`config.mk`:
```
export PLATFORM = sky130hd
export DESIGN_NAME = pipe_hazard_ctrl
export DESIGN_NICKNAME = d
export VERILOG_FILES = /design/src/rtl/pipe_hazard_ctrl.sv
export SDC_FILE = /design/constraint.sdc
export NUM_CORES = 1
export LEC_CHECK = 0
export CAP_MARGIN = 20
export CORE_MARGIN = 3
export CORE_UTILIZATION = 44
export DETAILED_ROUTE_END_ITERATION = 16
export HOLD_SLACK_MARGIN = 0.03
export MAX_ROUTING_LAYER = met4
export PLACE_DENSITY = 0.77
export SYNTH_ARGS = -nofsm -noshare
export SYNTH_HDL_FRONTEND = slang
export SYNTH_SLANG_ARGS = --single-unit
```
`constraint.sdc`:
```
create_clock -name clock -period 2.75 [get_ports clock]
set_input_delay 0.4125 -clock clock [delete_from_list [all_inputs] [get_ports clock]]
set_output_delay 0.4125 -clock clock [all_outputs]
set_load 0.02 [all_outputs]
```
`src/rtl/pipe_hazard_ctrl.sv`:
```
// Central hazard and stall controller for the 5-stage pipeline.
// Produces decode-stage forwarding selects and detects load-use hazards.
// Sequences multi-cycle mul/div occupancy of execute and freezes the back
// end while data memory is not ready. All stall and forward outputs are
// combinational from state plus current inputs, so they add no latency.
module pipe_hazard_ctrl #(
    parameter int unsigned MDU_LAT = 4
) (
    input  logic        clock,
    input  logic        resetn,
    input  logic [4:0]  drs,
    input  logic [4:0]  drt,
    input  logic        duse_rs,
    input  logic        duse_rt,
    input  logic        ewreg,
    input  logic        em2reg,
    input  logic [4:0]  ern,
    input  logic        mwreg,
    input  logic        mm2reg,
    input  logic        mmem,
    input  logic [4:0]  mrn,
    input  logic        emdu,
    input  logic        dbranch_taken,
    input  logic        dmem_ready,
    output logic [1:0]  fwda,
    output logic [1:0]  fwdb,
    output logic        wpcir,
    output logic        fflush,
    output logic        de_en,
    output logic        dbubble,
    output logic        em_bubble,
    output logic        pipe_freeze,
    output logic        mdu_done,
    output logic [15:0] stall_cnt
);

    typedef enum logic [1:0] {
        RUN   = 2'd0,
        MDU   = 2'd1,
        MWAIT = 2'd2
    } state_t;

    // Counter value loaded on mul/div entry: the entry cycle is spent in RUN.
    localparam logic [3:0] MDU_START = 4'(MDU_LAT - 32'd1);
    // A single-cycle mul/div never needs the MDU state.
    localparam logic       MDU_MULTI = (MDU_LAT > 32'd1);

    state_t      state_r;
    state_t      state_next_s;
    state_t      eff_state_s;
    logic [3:0]  mdu_cnt_r;
    logic [3:0]  mdu_cnt_next_s;
    logic        ret_mdu_r;
    logic        ret_mdu_next_s;
    logic [15:0] stall_cnt_r;

    logic        lu_s;
    logic        mw_s;
    logic [1:0]  fwda_s;
    logic [1:0]  fwdb_s;
    logic        wpcir_s;
    logic        fflush_s;
    logic        de_en_s;
    logic        dbubble_s;
    logic        em_bubble_s;
    logic        pipe_freeze_s;
    logic        mdu_done_s;

    // Operand source select for one decode-stage register; E beats M.
    function automatic logic [1:0] fwd_sel(
        input logic [4:0] src,
        input logic       e_wr,
        input logic       e_ld,
        input logic [4:0] e_rn,
        input logic       m_wr,
        input logic       m_ld,
        input logic [4:0] m_rn
    );
        logic [1:0] sel;
        if (e_wr && !e_ld && (e_rn != 5'd0) && (e_rn == src)) begin
            sel = 2'b01;
        end else if (m_wr && !m_ld && (m_rn != 5'd0) && (m_rn == src)) begin
            sel = 2'b10;
        end else if (m_wr && m_ld && (m_rn != 5'd0) && (m_rn == src)) begin
            sel = 2'b11;
        end else begin
            sel = 2'b00;
        end
        return sel;
    endfunction

    assign lu_s = ewreg && em2reg && (ern != 5'd0) &&
                  ((duse_rs && (ern == drs)) || (duse_rt && (ern == drt)));
    assign mw_s = mmem && !dmem_ready;

    // Forwarding selects, forced to the register file while in reset.
    always_comb begin
        fwda_s = 2'b00;
        fwdb_s = 2'b00;
        if (resetn) begin
            fwda_s = fwd_sel(drs, ewreg, em2reg, ern, mwreg, mm2reg, mrn);
            fwdb_s = fwd_sel(drt, ewreg, em2reg, ern, mwreg, mm2reg, mrn);
        end else begin
            fwda_s = 2'b00;
            fwdb_s = 2'b00;
        end
    end

    // Stall, bubble, flush and freeze decisions plus FSM next state.
    always_comb begin
        wpcir_s        = 1'b1;
        de_en_s        = 1'b1;
        dbubble_s      = 1'b0;
        em_bubble_s    = 1'b0;
        fflush_s       = 1'b0;
        pipe_freeze_s  = 1'b0;
        mdu_done_s     = 1'b0;
        state_next_s   = RUN;
        mdu_cnt_next_s = mdu_cnt_r;
        ret_mdu_next_s = ret_mdu_r;

        // A released memory wait behaves exactly like the state it interrupted.
        if (state_r == MWAIT) begin
            eff_state_s = ret_mdu_r ? MDU : RUN;
        end else begin
            eff_state_s = state_r;
        end

        if (!resetn) begin
            wpcir_s        = 1'b0;
            de_en_s        = 1'b1;
            dbubble_s      = 1'b1;
            em_bubble_s    = 1'b1;
            fflush_s       = 1'b1;
            state_next_s   = RUN;
            mdu_cnt_next_s = 4'd0;
            ret_mdu_next_s = 1'b0;
        end else if (mw_s) begin
            // Whole pipe holds; the mul/div counter does not advance.
            wpcir_s       = 1'b0;
            de_en_s       = 1'b0;
            pipe_freeze_s = 1'b1;
            state_next_s  = MWAIT;
            if (state_r == MWAIT) begin
                ret_mdu_next_s = ret_mdu_r;
            end else begin
                ret_mdu_next_s = (state_r == MDU);
            end
        end else begin
            ret_mdu_next_s = 1'b0;
            case (eff_state_s)
                RUN: begin
                    if (emdu && MDU_MULTI) begin
                        wpcir_s        = 1'b0;
                        de_en_s        = 1'b0;
                        em_bubble_s    = 1'b1;
                        state_next_s   = MDU;
                        mdu_cnt_next_s = MDU_START;
                    end else if (lu_s) begin
                        // Branch is not flushed: it re-resolves next cycle.
                        wpcir_s      = 1'b0;
                        dbubble_s    = 1'b1;
                        state_next_s = RUN;
                    end else begin
                        fflush_s     = dbranch_taken;
                        state_next_s = RUN;
                    end
                end
                MDU: begin
                    if (mdu_cnt_r > 4'd1) begin
                        wpcir_s        = 1'b0;
                        de_en_s        = 1'b0;
                        em_bubble_s    = 1'b1;
                        state_next_s   = MDU;
                        mdu_cnt_next_s = mdu_cnt_r - 4'd1;
                    end else begin
                        mdu_done_s     = 1'b1;
                        state_next_s   = RUN;
                        mdu_cnt_next_s = 4'd0;
                        if (lu_s) begin
                            wpcir_s   = 1'b0;
                            dbubble_s = 1'b1;
                        end else begin
                            fflush_s  = dbranch_taken;
                        end
                    end
                end
                default: begin
                    // Unreachable encoding: insert a bubble and resync.
                    wpcir_s        = 1'b0;
                    dbubble_s      = 1'b1;
                    state_next_s   = RUN;
                    mdu_cnt_next_s = 4'd0;
                end
            endcase
        end
    end

    // State, mul/div counter, wait-return bit and saturating stall counter.
    always_ff @(posedge clock) begin
        if (!resetn) begin
            state_r     <= RUN;
            mdu_cnt_r   <= 4'd0;
            ret_mdu_r   <= 1'b0;
            stall_cnt_r <= 16'd0;
        end else begin
            state_r   <= state_next_s;
            mdu_cnt_r <= mdu_cnt_next_s;
            ret_mdu_r <= ret_mdu_next_s;
            if (!wpcir_s && (stall_cnt_r != 16'hFFFF)) begin
                stall_cnt_r <= stall_cnt_r + 16'd1;
            end else begin
                stall_cnt_r <= stall_cnt_r;
            end
        end
    end

    assign fwda        = fwda_s;
    assign fwdb        = fwdb_s;
    assign wpcir       = wpcir_s;
    assign fflush      = fflush_s;
    assign de_en       = de_en_s;
    assign dbubble     = dbubble_s;
    assign em_bubble   = em_bubble_s;
    assign pipe_freeze = pipe_freeze_s;
    assign mdu_done    = mdu_done_s;
    assign stall_cnt   = stall_cnt_r;

endmodule

```
==> impl_metrics.ini <==
[grt]
largest_net_degree_at_the_start_of_global_routing = 24
groute.usage.overall_pct = 21.19
via_count_of_the_first_global_routing_pass = 1647
grt_first_pass_wirelength_mm = 7.072
overflow_after_grt = 0
grt_antenna_before_repair = 0

[finish]
finish.cell_count_without_fillers = 322
layout.nets = 314
layout.cells.most_common_list = 47 x sky130_fd_sc_hd__clkdlybuf4s50_1, 27 x sky130_fd_sc_hd__nor2_1, 23 x sky130_fd_sc_hd__dfxtp_1
finish.utilization_pct = 74.30
drive_above_1_share_pct = 15.11
num-fill-cells = 267
syn_to_final_growth_pct = 52.65
antennaDiodeCount = 0
most_common_cell_after_layout_fill_and_taps_aside = sky130_fd_sc_hd__clkdlybuf4s50_1
stdcell_area_mm2 = 0.002380

[place]
placement_cell_area_mm2 = 0.002346
hpwlAfterDp_mm = 3.442
placed_cells_incl_taps = 317
post_placement_worst_setup_slack_ps = -302.0
portBuffers = 58
gp_congestion = 0.8692

[pwr]
tot_pwr_mw = 0.7934
power.leakage_nw = 0.9122
max-vdd-ir-drop_uv = 208.3
power.density_cell_area_mw_per_mm2 = 333.4

[route]
wire_per_inst_um = 12.80
antenna_left = 0
top_signal_layer_used = met4
routed-wl-met3_um = 272
avgViaCountPerCell = 5.245
drc_errors = 0
met2_length_mm = 1.958
detail_route.first_pass.iterations = 4
drt_iter0_drc = 143
vias = 1689
drt_wl_total_mm = 4.120
detail_route.wirelength.met1_mm = 1.875

[worst_setup_path]
start_kind = input port
worstPathArrival_ps = 2240
crit_required_ps = 2340
critPathMaxFanout = 4
sort_of_element_at_the_end_of_the_critical_path = output port
path_buf_inv = 2
criticalPathCategory = input port to output port
critical_path.top_delay_family = buffers and inverters
critical_path.max_stage_delay_ps = 450
critical-path-slowest-cell = sky130_fd_sc_hd__clkdlybuf4s50_1
worstPathCellList = clkdlybuf4s50_1 -> xor2_1 -> nor4_4 -> nand3_2 -> a211oi_4 -> o21a_1 -> clkdlybuf4s15_2

[die]
placeableCoreArea_mm2 = 0.003203
rows = 20
die-height_um = 65.53
die-area_mm2 = 0.004294
width_of_the_die_um = 65.53
pin_count = 59
initial_utilization_pct = 48.67

[timing]
min_period_over_period_pct = 96.29
layout_min_cycle_time_ps = 2648
tightest_slew_ps = 338.5
total_negative_setup_slacks_ps = 0
fin_ws_ps = 102.1
setup_viol = 0
timing.fmax_mhz = 377.7
hold_viol_final = 0
finalMaxSlewViolations = 0
clock-skew-final_ps = 15.07
slew_headroom_pct = 77.37
fin_worst_hold_slack_ps = 517.7

[logic_synthesis]
yosysSeqAreaShare_pct = 29.53
post_synthesis_net_count = 232
syn_area_per_cell_um2 = 7.914
number_of_warning_messages_in_the_yosys_log = 0
syn-instance-count = 197
synth.top_cell.area_share_pct = 29.53
synth.top_cells.by_area = sky130_fd_sc_hd__dfxtp_1 30%, sky130_fd_sc_hd__xor2_1 7.9%, sky130_fd_sc_hd__nor2_1 6.5%
synthDistinctLibCells = 40
yosys_register_bits = 23
synth.largest_area_cell = sky130_fd_sc_hd__dfxtp_1
post_synth_instance_area_mm2 = 0.001559

[clock_network]
tritoncts = yes
clock-sinks = 23
ctsLongestPathBuffers = 2
clock_latency_at_the_later_pin_of_the_worst_skew_pair_ps = 310
path_clk_slew_ps = 120
holdBufCountCts = 0
h-tree-depth = 1
cts_made_buffers = 3
clock_tree.root_cell = sky130_fd_sc_hd__clkbuf_4

[run]
cap_violations = 0

[min_path]
hold_path_class = flop to flop

[outcome]
status = completed
-- state kept, by name, summed over array words and instances, names as in the netlist --
register	flops
stall_cnt	16
mdu_cnt_r	4
state_r	2
ret_mdu_r	1
-- cell usage after synthesis --
library cell / count
sky130_fd_sc_hd__a2111oi_4: 1
sky130_fd_sc_hd__a211oi_4: 1
sky130_fd_sc_hd__a21o_1: 1
sky130_fd_sc_hd__a21oi_1: 12
sky130_fd_sc_hd__and2_1: 1
sky130_fd_sc_hd__and3_1: 1
sky130_fd_sc_hd__buf_4: 1
sky130_fd_sc_hd__buf_6: 1
sky130_fd_sc_hd__clkbuf_1: 2
sky130_fd_sc_hd__clkinv_1: 1
sky130_fd_sc_hd__dfxtp_1: 23
sky130_fd_sc_hd__ha_1: 3
sky130_fd_sc_hd__inv_1: 8
sky130_fd_sc_hd__mux2i_1: 3
sky130_fd_sc_hd__nand2_1: 15
sky130_fd_sc_hd__nand2b_1: 3
sky130_fd_sc_hd__nand3_1: 14
sky130_fd_sc_hd__nand3_2: 1
sky130_fd_sc_hd__nand3b_1: 1
sky130_fd_sc_hd__nand4_1: 5
sky130_fd_sc_hd__nor2_1: 27
sky130_fd_sc_hd__nor2b_4: 1
sky130_fd_sc_hd__nor3_1: 7
sky130_fd_sc_hd__nor4_1: 2
sky130_fd_sc_hd__nor4_2: 1
sky130_fd_sc_hd__nor4_4: 1
sky130_fd_sc_hd__o211ai_1: 3
sky130_fd_sc_hd__o21a_1: 5
sky130_fd_sc_hd__o21ai_0: 5
sky130_fd_sc_hd__o21ai_1: 6
sky130_fd_sc_hd__o21ai_2: 1
sky130_fd_sc_hd__o221a_2: 1
sky130_fd_sc_hd__o311ai_0: 1
sky130_fd_sc_hd__o31a_1: 2
sky130_fd_sc_hd__o31ai_1: 2
sky130_fd_sc_hd__o41ai_1: 1
sky130_fd_sc_hd__or3_1: 6
sky130_fd_sc_hd__or4_1: 5
sky130_fd_sc_hd__xnor2_1: 8
sky130_fd_sc_hd__xor2_1: 14
-- per-layer routing --
layer  vias to the layer above  global-route usage, %
met5                         -                      -
met4                         0                  2.850
met3                         2                  5.299
met2                        52                  36.79
met1                       764                  25.42
li1                        871                      -
-- worst min-delay path: stages, from the launching register on --
cell and delay (ps):
sky130_fd_sc_hd__dfxtp_1 370, sky130_fd_sc_hd__nand2_1 70, sky130_fd_sc_hd__mux2i_1 50
-- final cells by class --
class                      instances  area, µm²  share of cell area [%]
multi-input combinational        161       1049                   44.06
timing repair buffer              81      754.5                   31.70
sequential                        23      460.4                   19.35
tap                               44      55.05                   2.313
inverter                           9      33.78                   1.420
clock buffer                       3      22.52                  0.9464
clock inverter                     1      5.005                  0.2103
-- report_power, final --
group	leakage (nW)	total, mW	internal [mW]	switching (mW)
Sequential	0.187	0.368	0.348	0.0198
Combinational	0.708	0.269	0.140	0.129
Clock	0.0177	0.156	0.0542	0.102
Total	0.912	0.793	0.543	0.251
-- kinds of logic after synthesis --
| group | after synthesis | share of synthesized area [%] |
|---|---|---|
| and+or+nand+nor | 91 | 30.66 |
| AOI/OAI and AO/OA | 42 | 19.26 |
| DFF | 23 | 29.53 |
| xor gates and xnor gates | 22 | 12.36 |
| buffers and inverters | 13 | 3.852 |
| muxes | 3 | 1.926 |
| adders and majority gates | 3 | 2.408 |
-- worst paths after layout --
| kind | cells past startpoint | start | slack (ps) | to |
|---|---|---|---|---|
| max | 7 | drt[3] | 100 | dbubble |
| min | 2 | stall_cnt[13]$_SDFFE_PN0P_ | 520 | stall_cnt[13]$_SDFFE_PN0P_ |
| max reg2reg | 9 | mdu_cnt_r[0]$_SDFFE_PN0P_ | 600 | stall_cnt[10]$_SDFFE_PN0P_ |
| min reg2reg | 2 | stall_cnt[13]$_SDFFE_PN0P_ | 520 | stall_cnt[13]$_SDFFE_PN0P_ |
-- repair_timing --
item | in CTS | in global routing
gates resized for setup | 13 | 15
pin swaps | 0 | 3
endpoints found under the setup margin | 7 | 8
setup buffers | 0 | 1
Note: power is estimated with default switching activity, not from simulation.
